[src/rtl/cpu_defs_pkg.sv]
// Shared CPU pipeline definitions: instruction/address widths, reset PC and fetch step.
// Imported by the fetch stage and by the reusable pipeline registers.
package cpu_defs_pkg;

    localparam int          INST_W       = 32;
    localparam int          DEF_ADDR_W   = 32;
    localparam logic [31:0] NOP_INST     = 32'h0000_0000;
    localparam logic [31:0] DEF_RESET_PC = 32'h0000_0000;
    localparam int          PC_STEP      = 4;

endpackage

[src/rtl/inst_fetch_stage_if_id_reg.sv]
// IF/ID pipeline register with flush, hold and bubble control (flush > hold > load > bubble).
// Optional macro FETCH_ALIGN_CHK_EN adds the address-error flag alongside the instruction.
module if_id_reg
    import cpu_defs_pkg::*;
#(
    parameter int ADDR_W = DEF_ADDR_W
) (
    input  logic              clk,
    input  logic              rst,
    input  logic              flush_i,
    input  logic              hold_i,
    input  logic              load_i,
    input  logic [ADDR_W-1:0] pc_i,
    input  logic [INST_W-1:0] inst_i,
`ifdef FETCH_ALIGN_CHK_EN
    input  logic              adel_i,
    output logic              adel_o,
`endif
    output logic [ADDR_W-1:0] pc_o,
    output logic [INST_W-1:0] inst_o,
    output logic              valid_o
);

    logic [ADDR_W-1:0] pc_q, pc_d;
    logic [INST_W-1:0] inst_q, inst_d;
    logic              valid_q, valid_d;
`ifdef FETCH_ALIGN_CHK_EN
    logic              adel_q, adel_d;
`endif

    // Flush and bubble both leave a zeroed, invalid entry so downstream sees a clean NOP.
    always_comb begin
        pc_d    = pc_q;
        inst_d  = inst_q;
        valid_d = valid_q;
`ifdef FETCH_ALIGN_CHK_EN
        adel_d  = adel_q;
`endif
        if (flush_i || (!hold_i && !load_i)) begin
            pc_d    = '0;
            inst_d  = NOP_INST;
            valid_d = 1'b0;
`ifdef FETCH_ALIGN_CHK_EN
            adel_d  = 1'b0;
`endif
        end else if (!hold_i) begin
            pc_d    = pc_i;
            inst_d  = inst_i;
            valid_d = 1'b1;
`ifdef FETCH_ALIGN_CHK_EN
            adel_d  = adel_i;
`endif
        end
    end

    always_ff @(posedge clk) begin
        if (rst) begin
            pc_q    <= '0;
            inst_q  <= NOP_INST;
            valid_q <= 1'b0;
`ifdef FETCH_ALIGN_CHK_EN
            adel_q  <= 1'b0;
`endif
        end else begin
            pc_q    <= pc_d;
            inst_q  <= inst_d;
            valid_q <= valid_d;
`ifdef FETCH_ALIGN_CHK_EN
            adel_q  <= adel_d;
`endif
        end
    end

    assign pc_o    = pc_q;
    assign inst_o  = inst_q;
    assign valid_o = valid_q;
`ifdef FETCH_ALIGN_CHK_EN
    assign adel_o  = adel_q;
`endif

endmodule

[src/rtl/inst_fetch_stage.sv]
// MIPS IF stage: owns the PC, drives the zero-latency instruction memory and fills IF/ID.
// Optional macro FETCH_ALIGN_CHK_EN flags misaligned fetches through id_adel_o.
module inst_fetch_stage
    import cpu_defs_pkg::*;
#(
    parameter int                ADDR_W   = DEF_ADDR_W,
    parameter logic [ADDR_W-1:0] RESET_PC = ADDR_W'(DEF_RESET_PC)
) (
    input  logic              clk,
    input  logic              rst,
    input  logic              stall_i,
    input  logic              flush_i,
    input  logic [ADDR_W-1:0] flush_pc_i,
    input  logic              branch_taken_i,
    input  logic [ADDR_W-1:0] branch_target_i,
    input  logic [INST_W-1:0] inst_rdata_i,
    output logic              inst_ce_o,
    output logic [ADDR_W-1:0] inst_addr_o,
    output logic [ADDR_W-1:0] id_pc_o,
    output logic [INST_W-1:0] id_inst_o,
`ifdef FETCH_ALIGN_CHK_EN
    output logic              id_adel_o,
`endif
    output logic              id_valid_o
);

    logic [ADDR_W-1:0] pc_q, pc_d;
    logic              ce_q, ce_d;
    logic [INST_W-1:0] fetch_inst;

    // Branches redirect after the delay-slot word is fetched; stall ignores them since ID re-asserts.
    always_comb begin
        pc_d = pc_q;
        ce_d = 1'b1;
        if (flush_i) begin
            pc_d = flush_pc_i;
        end else if (!stall_i && ce_q) begin
            pc_d = branch_taken_i ? branch_target_i : pc_q + ADDR_W'(PC_STEP);
        end
    end

    always_ff @(posedge clk) begin
        if (rst) begin
            pc_q <= RESET_PC;
            ce_q <= 1'b0;
        end else begin
            pc_q <= pc_d;
            ce_q <= ce_d;
        end
    end

`ifdef FETCH_ALIGN_CHK_EN
    logic fetch_adel;
    assign fetch_adel = (pc_q[1:0] != 2'b00);
    assign fetch_inst = fetch_adel ? NOP_INST : inst_rdata_i;
`else
    assign fetch_inst = inst_rdata_i;
`endif

    assign inst_ce_o   = ce_q;
    assign inst_addr_o = pc_q;

    if_id_reg #(
        .ADDR_W (ADDR_W)
    ) u_if_id_reg (
        .clk     (clk),
        .rst     (rst),
        .flush_i (flush_i),
        .hold_i  (stall_i),
        .load_i  (ce_q),
        .pc_i    (pc_q),
        .inst_i  (fetch_inst),
`ifdef FETCH_ALIGN_CHK_EN
        .adel_i  (fetch_adel),
        .adel_o  (id_adel_o),
`endif
        .pc_o    (id_pc_o),
        .inst_o  (id_inst_o),
        .valid_o (id_valid_o)
    );

endmodule

[config.mk]
export PLATFORM = sky130hd
export DESIGN_NAME = inst_fetch_stage
export DESIGN_NICKNAME = d
export VERILOG_FILES = /design/src/rtl/cpu_defs_pkg.sv /design/src/rtl/inst_fetch_stage_if_id_reg.sv /design/src/rtl/inst_fetch_stage.sv
export SDC_FILE = /design/constraint.sdc
export NUM_CORES = 1
export LEC_CHECK = 0
export ABC_AREA = 1
export CORE_MARGIN = 2
export CORE_UTILIZATION = 44
export CTS_BUF_LIST = sky130_fd_sc_hd__clkbuf_2 sky130_fd_sc_hd__clkbuf_4 sky130_fd_sc_hd__clkbuf_8
export CTS_CLUSTER_SIZE = 25
export DETAILED_ROUTE_END_ITERATION = 16
export PLACE_DENSITY_LB_ADDON = 0.05
export SKIP_LAST_GASP = 1
export SYNTH_ARGS = -nofsm -noshare
export SYNTH_HDL_FRONTEND = slang
export SYNTH_SLANG_ARGS = --single-unit
[constraint.sdc]
create_clock -name clk -period 1.6 [get_ports clk]
set_input_delay 0.32 -clock clk [delete_from_list [all_inputs] [get_ports clk]]
set_output_delay 0.32 -clock clk [all_outputs]
set_load 0.01 [all_outputs]
# Yosys cells after proc, flatten, opt, wreduce, memory -nomap -nowiden
# Cells that the tools add are included.
# W data, S select, Z words.
# word_totals
regBits	98
latchBits	0
ramBits	0
rom_bits	0
in_bits	101
output_inout_bits	98
word_cells	17
n_memories	0
# classes
add_sub_neg	1
multipliers	0
div	0
order_cmp	0
eq_ne	0
shift	0
mux	4
n_bitwise	0
reduce_logical	7
# ops
op	n
$mux W32	3
$add A32 B3 Y32 const B	1
$logic_and A1 B1 Y1	2
$logic_not A1 Y1	2
$reduce_bool A2 Y1	1
$reduce_or A2 Y1	1
$logic_or A1 B1 Y1	1
$mux W1	1

# Depth between registers and ports, before layout
# Gate-level depths: netlist (run 1).
# depth
ltp_word	4
depth_mapped	11
mapped_depth_nobuf	10

# Modules after synthesis
# A second synthesis (run 1) with hierarchy kept.
# unflattened
hier_cells	846
area_unflattened_um2	5373.9
# by_module_without_submodules
mod	n_inst	cells_each	area_per_inst_um2	seq_area_each_um2
if_id_reg	1	477	2961.6	1301.2
inst_fetch_stage	1	369	2412.3	660.6

# Worst setup path after synthesis (run 1)
# No wires, ideal clock.
# synth_timing
kind	reg2reg
from	register pc_q[3] (netlist: inst_addr_o[3])
to	register pc_q[28] (netlist: inst_addr_o[28])
setup_time_ns	0.132
arrival_ns	1.355
required_time_ns	1.468
slack_ns	0.113
path_stages_with_launch	11
n_path_buf	0
synth_period_minus_slack_ns	1.487
path_cell_list	dfxtp_1 ha_1 nand2_1 nor2_2 nand2_2 nor2_1 nand2_1 nand2_1 nand3_1 nand2_1 a21oi_1
# synth_between
elab_chain_len	4
# synth_lines
item	line_no	source
start, declared	inst_fetch_stage.sv:27	logic [ADDR_W-1:0] pc_q, pc_d;
start signal, assigned	inst_fetch_stage.sv:47	pc_q <= pc_d;
$add A32 B3 Y32	inst_fetch_stage.sv:38	pc_d = branch_taken_i ? branch_target_i : pc_q + ADDR_W'(PC_STEP);
$mux W32	inst_fetch_stage.sv:38	
$mux W32	inst_fetch_stage.sv:37	end else if (!stall_i && ce_q) begin
$mux W32	inst_fetch_stage.sv:35	if (flush_i) begin
# Every way passes these cells. The select of a mux whose other input is x is not followed.
# A chain may end at the register's enable or synchronous reset.

# Worst setup path after layout (run 1)
# layout_timing
from	register u_if_id_reg.inst_q[12] (netlist: u_if_id_reg.inst_o[12])
to	output port id_inst_o[12]
# layout_lines
item	line_no	source
start, declared	inst_fetch_stage_if_id_reg.sv:25	logic [INST_W-1:0] inst_q, inst_d;
start signal, assigned	inst_fetch_stage_if_id_reg.sv:66	inst_q <= inst_d;
end, declared	inst_fetch_stage.sv:20	output logic [INST_W-1:0] id_inst_o,
# No word-level cell between the ends.

==> results.tsv, run 1 <==
metric	value	unit
top cells by area, synth	dfxtp_1, nand2_1, a21oi_1, nor2_1, nand3_1	
CP arrival	1.24	ns
Die Wd	107	microns
number of rows in the core area	37	
Data required, critical path	1.28	ns
pin count of the biggest net entering global routing	67	
residual antenna-violating net count after detailed routing	0	
most used flip-flop cell after synthesis	dfxtp_1	
fraction of layout cells with a size suffix above 1	14.2	%
cell area after layout	0.00725	sq mm
initial antenna violation count	0	
instance count of the mapped netlist	679	
async set-or-reset flop fraction in the synthesized netlist	0	%
Setup-failing EPs final	0	
setup slack after layout	0.0418	ns
total count of hold-check failures in the final report	0	
worst slack, placed	-0.283	ns
cell area power density	763	mW/mm^2
H-tree Lvls	3	
Synthesis Warnings	0	
register area share after synthesis	42.0	%
cell with the largest stage delay on the worst path	clkdlybuf4s50_1	
transition time at the pin with the least slew margin	0.420	ns
average size of a mapped cell	6.88	sq um
reg-to-reg setup timing slack	0.06	ns
headroom to the max-slew limit	71.8	%
net count of the mapped netlist	781	
number of global-route vias before repair	5246	
number of violations of the max-capacitance limit	0	
run status	complete, no violations	
port bufs	198	
Skew-Pair Late Insertion Delay	0.38	ns
total global routing track utilization	28.0	%
nature of the critical path startpoint	flip-flop	
fraction of post-synthesis cell area in the top cell type by area	42.0	%
via-per-instance ratio	5.21	
synthesized cell area	0.00467	sq mm
number of fill cells	905	
total core area	0.0103	sq mm
hold buffers post-CTS	0	
final net count	992	
post-layout minimum cycle time	1.56	ns
via count of the routed design	5374	
cell type contributing the most total cell area after synthesis	dfxtp_1	
iteration count of the initial detailed-routing pass	5	
Achievable Freq	642	MHz
Bufs and invs on worst path	1	
CTS Root Cell	clkbuf_8	
Initial Utilization	45.2	%
half-perimeter wire length of the detailed placement result	12100	microns
die height	107	microns
Max FO, Critical Path	2	
Placement Cell Area	0.00700	sq mm
family with the most delay on the worst path	buffers and inverters	
ant diodes	0	
critical path capture point type	output pin	
Max Root-Sink Buffers	2	
die outline area	0.0115	sq mm
GRT Residual Overflow	0	
Detailed Route Iter0 Violations	322	
CTS clock-pin slew for the worst setup and hold paths	0.10	ns
share of the clock period used by the worst path after layout	97.4	%
wire length of the first global-routing pass	25300	microns
post-detailed-route DRC marker count	0	
GPL Wtd Cong	0.989	
path class of the lowest-slack min-delay path	input port to flip-flop	
io pins	199	
count of flip-flops with a built-in enable after synthesis	0	
TritonCTS clock tree	built	
Layout Area Growth over Synthesis	55.2	%
IR Drop Worst-Case VDD	0.735	mV
critical path's largest stage delay	0.53	ns
leakage power	3.25	nW
overall routed net length	15900	microns
final worst clock skew	0.00950	ns
synth unique cells	32	
clock tree sinks	98	
cells along the critical path	clkdlybuf4s50_1	
setup TNS	0	ns
average wire length per cell after detail routing	15.5	microns
number of flip-flops and latches in the synthesized netlist	98	
TritonCTS buffer count	9	
fin. max-slew vios	0	
path type of the worst setup path	flip-flop to output pin	
fraction of the core area covered by cells at the end of the flow	70.2	%
unrepaired setup endpoints after global routing	true	
==> path summary, 6_finish.rpt <==
check	endpoint	cells after the start	from
hold reg to reg	u_if_id_reg.pc_o[9]$_SDFFE_PP0N_	2	u_if_id_reg.pc_o[9]$_SDFFE_PP0N_
setup / recovery	id_inst_o[12]	1	u_if_id_reg.inst_o[12]$_SDFFE_PP0N_
setup reg to reg	inst_addr_o[20]$_SDFFE_PP0P_	10	inst_addr_o[2]$_SDFFE_PP0P_
hold / removal	u_if_id_reg.pc_o[11]$_SDFFE_PP0N_	3	stall_i
==> metal layers <==
layer	global-route usage [%]	routed length, microns	vias to the layer above
li1	-	-	2661
met3	6.20	1270	35
met1	32.7	6330	2467
met2	48.9	7860	211
met4	12.2	472	0
met5	0	0	-
==> cells in the mapped netlist, types with 3 or more instances <==
cell and n:
inv_1 39, inv_2 4, nor2_2 5, nand2_2 5
o221a_2 13, a211oi_1 6, o221ai_1 3, nor2_1 98
a31oi_1 9, o22ai_1 11, nand2_1 198, buf_2 15
dfxtp_1 98, nand3_1 35, nor2_4 4, o21ai_0 4
o211ai_1 5, o21a_1 6, a21oi_1 87, clkbuf_1 18
==> where the power goes <==
part	internal [W]	switching (W)	total (W)
Combinational	0.000582	0.000547	0.00113
Sequential	0.00256	0.000103	0.00266
Clock	0.000766	0.000981	0.00175
==> layout make-up <==
type	count	area, sq um	share of cell area [%]
multi-input combinational	499	2410	33.3
timing repair buffer	238	2280	31.5
sequential	98	2000	27.5
tap	136	170	2.35
inverter	44	168	2.31
clock buffer	9	124	1.71
clock inverter	7	93.8	1.29
==> repair_timing <==
item	CTS	global route
pin swaps	1	5
resized for setup	107	34
buffers inserted	1	0
setup endpoints to repair	93	34
==> cells in the final DEF, fill, tap and decap left out, types with 9 or more instances in the layout <==
| cell type | synthesis | layout |
|---|---|---|
| a21oi_1 | 87 | 87 |
| a31oi_1 | 9 | 9 |
| buf_4 | 2 | 34 |
| clkbuf_8 | 0 | 9 |
| clkdlybuf4s50_1 | 0 | 100 |
| dfxtp_1 | 98 | 74 |
| dfxtp_2 | 0 | 22 |
| dlygate4sd2_1 | 0 | 83 |
| dlymetal6s2s_1 | 0 | 14 |
| inv_1 | 39 | 38 |
| nand2_1 | 198 | 198 |
| nand3_1 | 35 | 35 |
| nor2_1 | 98 | 87 |
| nor2_2 | 5 | 11 |
| nor2_4 | 4 | 9 |
| o221a_2 | 13 | 13 |
| o22ai_1 | 11 | 11 |
==> through the flow <==
stage                     std cells  power [W]  hold WS [ns]
after CTS                      1031    0.00556         0.329
after floorplan                 679    0.00320         0.463
after global routing           1031    0.00578         0.348
final                          1031    0.00553         0.342
after detailed placement       1014    0.00389         0.453
after global placement         1014    0.00387         0.442
==> logic make-up after synthesis <==
kind of cell,Yosys count,share of synthesized area (%)
AO/OA/AOI/OAI,145,19.0
adder cells (fa/ha/maj),1,0.268
buffers and inverters,82,7.53
flip-flops,98,42.0
AND/OR/NAND/NOR,353,31.2
==> flip-flops by register name, summed over array words and instances, names as in the netlist <==
register,count
u_if_id_reg.pc_o,32
u_if_id_reg.valid_o,1
inst_addr_o,32
inst_ce_o,1
u_if_id_reg.inst_o,32
No activity file was read; power rests on OpenSTA's default activity.
==> inputs of run 2 (changes only) <==
--- a/config.mk
+++ b/config.mk
@@ -16,3 +16,4 @@
 export SYNTH_ARGS = -nofsm -noshare
 export SYNTH_HDL_FRONTEND = slang
 export SYNTH_SLANG_ARGS = --single-unit
+export TNS_END_PERCENT = 50
==> results.tsv, run 2 (same netlist as run 1, synthesis figures left out) <==
metric	value	unit
wire length of the first global-routing pass	25400	microns
ant diodes	0	
path class of the lowest-slack min-delay path	input port to flip-flop	
H-tree Lvls	3	
Max Root-Sink Buffers	2	
most frequent cells in the layout	nand2_1, clkdlybuf4s50_1, nor2_1	
leakage power	3.26	nW
via-per-instance ratio	5.21	
total global routing track utilization	28.0	%
violations in the final reports	negative setup slack	
Die Wd	107	microns
Cells after DPL	1014	
Initial Utilization	45.2	%
unrepaired setup endpoints after global routing	true	
headroom to the max-slew limit	71.6	%
Setup-failing EPs final	1	
total core area	0.0103	sq mm
CTS clock-pin slew for the worst setup and hold paths	0.10	ns
die outline area	0.0115	sq mm
share of the clock period used by the worst path after layout	100	%
Pwr Total	0.00556	W
final net count	992	
residual antenna-violating net count after detailed routing	0	
family with the most delay on the worst path	buffers and inverters	
Post-Route Hold Slack	0.347	ns
run status	finished with violations	
Achievable Freq	623	MHz
die height	107	microns
TritonCTS buffer count	9	
cell area after layout	0.00733	sq mm
GPL Wtd Cong	0.989	
Skew-Pair Late Insertion Delay	0.38	ns
GRT Residual Overflow	0	
Detailed Route Iter0 Violations	334	
leading cell type in the layout, fill and taps excluded	nand2_1	
number of global-route vias before repair	5274	
number of violations of the max-capacitance limit	0	
transition time at the pin with the least slew margin	0.424	ns
cell with the largest stage delay on the worst path	clkdlybuf4s50_1	
Max FO, Critical Path	2	
setup slack after layout	-0.00569	ns
via count of the routed design	5368	
TritonCTS clock tree	built	
met2 Resource Use GR	49.0	%
critical path capture point type	output pin	
critical path's largest stage delay	0.56	ns
post-detailed-route DRC marker count	0	
IR Drop Worst-Case VDD	0.803	mV
fraction of layout cells with a size suffix above 1	14.0	%
setup TNS	-0.00569	ns
initial antenna violation count	0	
CP arrival	1.29	ns
fin. max-slew vios	0	
post-layout minimum cycle time	1.61	ns
final worst clock skew	0.00972	ns
Layout Area Growth over Synthesis	56.9	%
highest-utilization routing layer at the global route stage	met2	
cell area power density	758	mW/mm^2
io pins	199	
iteration count of the initial detailed-routing pass	6	
nature of the critical path startpoint	flip-flop	
GRT met1 Usage	32.8	%
pin count of the biggest net entering global routing	67	
path type of the worst setup path	flip-flop to output pin	
Bufs and invs on worst path	1	
total count of hold-check failures in the final report	0	
CTS Root Cell	clkbuf_8	
Placement Cell Area	0.00700	sq mm
cells along the critical path	clkdlybuf4s50_1	
met3 global-route usage	6.20	%
number of rows in the core area	37	
Data required, critical path	1.28	ns
clock tree sinks	98	
port bufs	198	
average wire length per cell after detail routing	15.5	microns
final non-filler cell total	1031	
overall routed net length	16000	microns
half-perimeter wire length of the detailed placement result	12100	microns
==> run 2: cell types whose count changed in the layout (fill, tap and decap cells not counted) <==
cell             previous run  this run
inv_2                       5         4
clkdlybuf4s50_1           100       132
inv_1                      38        39
dlygate4sd2_1              83        39
dlymetal6s2s_1             14        26
nor2_4                      9         8
nor2_1                     87        88
==> run 2: per-stage QoR <==
step / setup slack, ns / util (%)
2_1_floorplan: 0.113 / -
3_3_place_gp: -0.237 / 67.8
3_5_place_dp: -0.283 / 67.8
4_1_cts: -0.165 / 69.9
5_1_grt: -0.0576 / 71.0
6_report: -0.00569 / 71.0
==> run 2: report_power, final <==
group          switching [W]  total [W]  internal (W)
registers           0.000104    0.00266       0.00256
logic               0.000547    0.00114      0.000597
clock network       0.000986    0.00175      0.000766
total                0.00164    0.00556       0.00392
==> run 2: path summary, 6_finish.rpt <==
| path | start | end | slack [ns] | cells after the start |
|---|---|---|---|---|
| max | u_if_id_reg.pc_o[28]$_SDFFE_PP0N_ | id_pc_o[28] | -0.006 | 1 |
| min | stall_i | u_if_id_reg.pc_o[11]$_SDFFE_PP0N_ | 0.35 | 3 |
| max reg2reg | inst_addr_o[2]$_SDFFE_PP0P_ | inst_addr_o[22]$_SDFFE_PP0P_ | 0.06 | 10 |
| min reg2reg | u_if_id_reg.pc_o[9]$_SDFFE_PP0N_ | u_if_id_reg.pc_o[9]$_SDFFE_PP0N_ | 0.47 | 2 |
==> run 2: worst min-delay path, cell delays in order <==
cell and delay [ns]:
buf_2 0.18, a21oi_1 0.14, nor2_1 0.05
==> run 2: cell type report <==
cell class | instances | area, sq um
inverters | 44 | 168
fillers | 873 | 3000
well taps | 136 | 170
repair buffers | 238 | 2370
multi-input cells | 499 | 2410
clock inverters | 7 | 93.8
clock buffers | 9 | 124
flip-flops and latches | 98 | 2000
==> run 2: routing by layer <==
metal | share of wire (%) | wire length [microns]
met1 | 40 | 6340
met2 | 49 | 7920
met3 | 8.1 | 1300
met4 | 2.9 | 459
met5 | 0 | 0
==> run 2: repair_timing <==
item | 4_1_cts | 5_1_grt
pin swaps | 1 | 5
endpoints found under the setup margin | 93 | 78
setup buffers | 1 | 0
hold buffers | 0 | 0
resized for setup | 63 | 43
==> inputs of run 3 (changes only) <==
--- a/config.mk
+++ b/config.mk
@@ -7,7 +7,7 @@
 export LEC_CHECK = 0
 export ABC_AREA = 1
 export CORE_MARGIN = 2
-export CORE_UTILIZATION = 44
+export CORE_UTILIZATION = 37
 export CTS_BUF_LIST = sky130_fd_sc_hd__clkbuf_2 sky130_fd_sc_hd__clkbuf_4 sky130_fd_sc_hd__clkbuf_8
 export CTS_CLUSTER_SIZE = 25
 export DETAILED_ROUTE_END_ITERATION = 16
==> results.tsv, run 3 (same netlist as run 1, synthesis figures left out) <==
metric	value	unit
run status	finished with violations	
violations in the final reports	negative setup slack	
number of global-route vias before repair	5010	
fraction of layout cells with a size suffix above 1	15.7	%
launch point of the worst hold path	u_if_id_reg.inst_o[12]$_SDFFE_PP0N_	
fraction of the core area covered by cells at the end of the flow	60.1	%
via count of the routed design	5333	
post-layout minimum cycle time	1.61	ns
Initial Utilization	37.5	%
headroom to the max-slew limit	63.8	%
Layout Area Growth over Synthesis	60.5	%
die outline area	0.0135	sq mm
nature of the critical path startpoint	flip-flop	
fin. max-slew vios	0	
half-perimeter wire length of the detailed placement result	12300	microns
cells along the critical path	clkdlybuf4s50_1	
port bufs	198	
worst slack, placed	-0.302	ns
Data required, critical path	1.28	ns
wire length of the first global-routing pass	24700	microns
uppermost layer routed	met4	
cell with the largest stage delay on the worst path	clkdlybuf4s50_1	
clock tree sinks	98	
Max Root-Sink Buffers	2	
family with the most delay on the worst path	buffers and inverters	
Skew-Pair Late Insertion Delay	0.38	ns
leakage power	3.31	nW
path type of the worst setup path	flip-flop to output pin	
pin count of the biggest net entering global routing	60	
Setup-failing EPs final	2	
leading cell type in the layout, fill and taps excluded	nand2_1	
cell area after layout	0.00750	sq mm
Cells after DPL	1057	
routed wl met2	7770	microns
initial antenna violation count	0	
Max FO, Critical Path	2	
post-detailed-route DRC marker count	0	
final non-filler cell total	1077	
Achievable Freq	623	MHz
Bufs and invs on worst path	1	
total global routing track utilization	23.5	%
GPL Wtd Cong	0.899	
path class of the lowest-slack min-delay path	flip-flop to flip-flop	
H-tree Lvls	3	
TritonCTS clock tree	built	
unrepaired setup endpoints after global routing	true	
residual antenna-violating net count after detailed routing	0	
iteration count of the initial detailed-routing pass	5	
Detailed Route Iter0 Violations	315	
ant diodes	0	
setup slack after layout	-0.00552	ns
critical register-to-register path startpoint	inst_addr_o[3]$_SDFFE_PP0P_	
io pins	199	
average wire length per cell after detail routing	15.2	microns
final worst clock skew	0.00906	ns
CP arrival	1.29	ns
routed length on met1	6910	microns
TritonCTS buffer count	9	
Die Wd	116	microns
overall routed net length	16400	microns
GRT Residual Overflow	0	
cell area power density	761	mW/mm^2
Post-Route Hold Slack	0.468	ns
critical path's largest stage delay	0.56	ns
transition time at the pin with the least slew margin	0.543	ns
final net count	1002	
critical path capture point type	output pin	
CTS clock-pin slew for the worst setup and hold paths	0.10	ns
most frequent cells in the layout	nand2_1, clkdlybuf4s50_1, a21oi_1	
share of the clock period used by the worst path after layout	100	%
number of violations of the max-capacitance limit	0	
hold buffers post-CTS	0	
IR Drop Worst-Case VDD	0.490	mV
number of rows in the core area	41	
total count of hold-check failures in the final report	0	
die height	116	microns
CTS Root Cell	clkbuf_8	
DR WL met3	1370	microns
Placement Cell Area	0.00710	sq mm
total core area	0.0125	sq mm
via-per-instance ratio	4.95	
crit path from	u_if_id_reg.pc_o[18]$_SDFFE_PP0N_	
run 3: area by class of cell:
type | count | area, sq um
clock inverter | 7 | 109
sequential | 98 | 2000
inverter | 44 | 168
clock buffer | 9 | 124
tap | 172 | 215
timing repair buffer | 248 | 2450
multi-input combinational | 499 | 2420
fill | 1184 | 4970
run 3: repair_timing:
action                     4_1_cts  5_1_grt
hold endpoints to repair         0        0
pin swaps                        0        6
setup endpoints to repair       73       85
resized for setup               58       52
buffers inserted                 1        3
run 3: through the flow:
stage                     power [W]  TNS (ns)
after global placement      0.00389    -17.89
after detailed placement    0.00391    -21.20
final                       0.00570  -0.00651
after floorplan             0.00320         0
after CTS                   0.00574    -0.585
after global routing        0.00595    -0.958
run 3: worst paths after layout:
path                                         end  slack, ns  depth (start not counted)
max                                  id_pc_o[18]     -0.006                          1
min          u_if_id_reg.inst_o[12]$_SDFFE_PP0N_       0.47                          2
max reg2reg         inst_addr_o[22]$_SDFFE_PP0P_       0.07                         10
min reg2reg  u_if_id_reg.inst_o[12]$_SDFFE_PP0N_       0.47                          2
run 3: metal layers:
layer  up-vias  global-route usage (%)
met1      2437                    29.4
met2       197                    39.6
met3        24                    5.76
met4         0                    8.33
met5         -                       0
li1       2675                       -
run 3: report_power, final:
| part | switching (W) | leakage [nW] | internal (W) | total [W] |
|---|---|---|---|---|
| registers | 0.000107 | 0.809 | 0.00255 | 0.00266 |
| clock network | 0.000967 | 0.118 | 0.000914 | 0.00188 |
| logic | 0.000550 | 2.39 | 0.000611 | 0.00116 |
| total | 0.00162 | 3.31 | 0.00408 | 0.00570 |
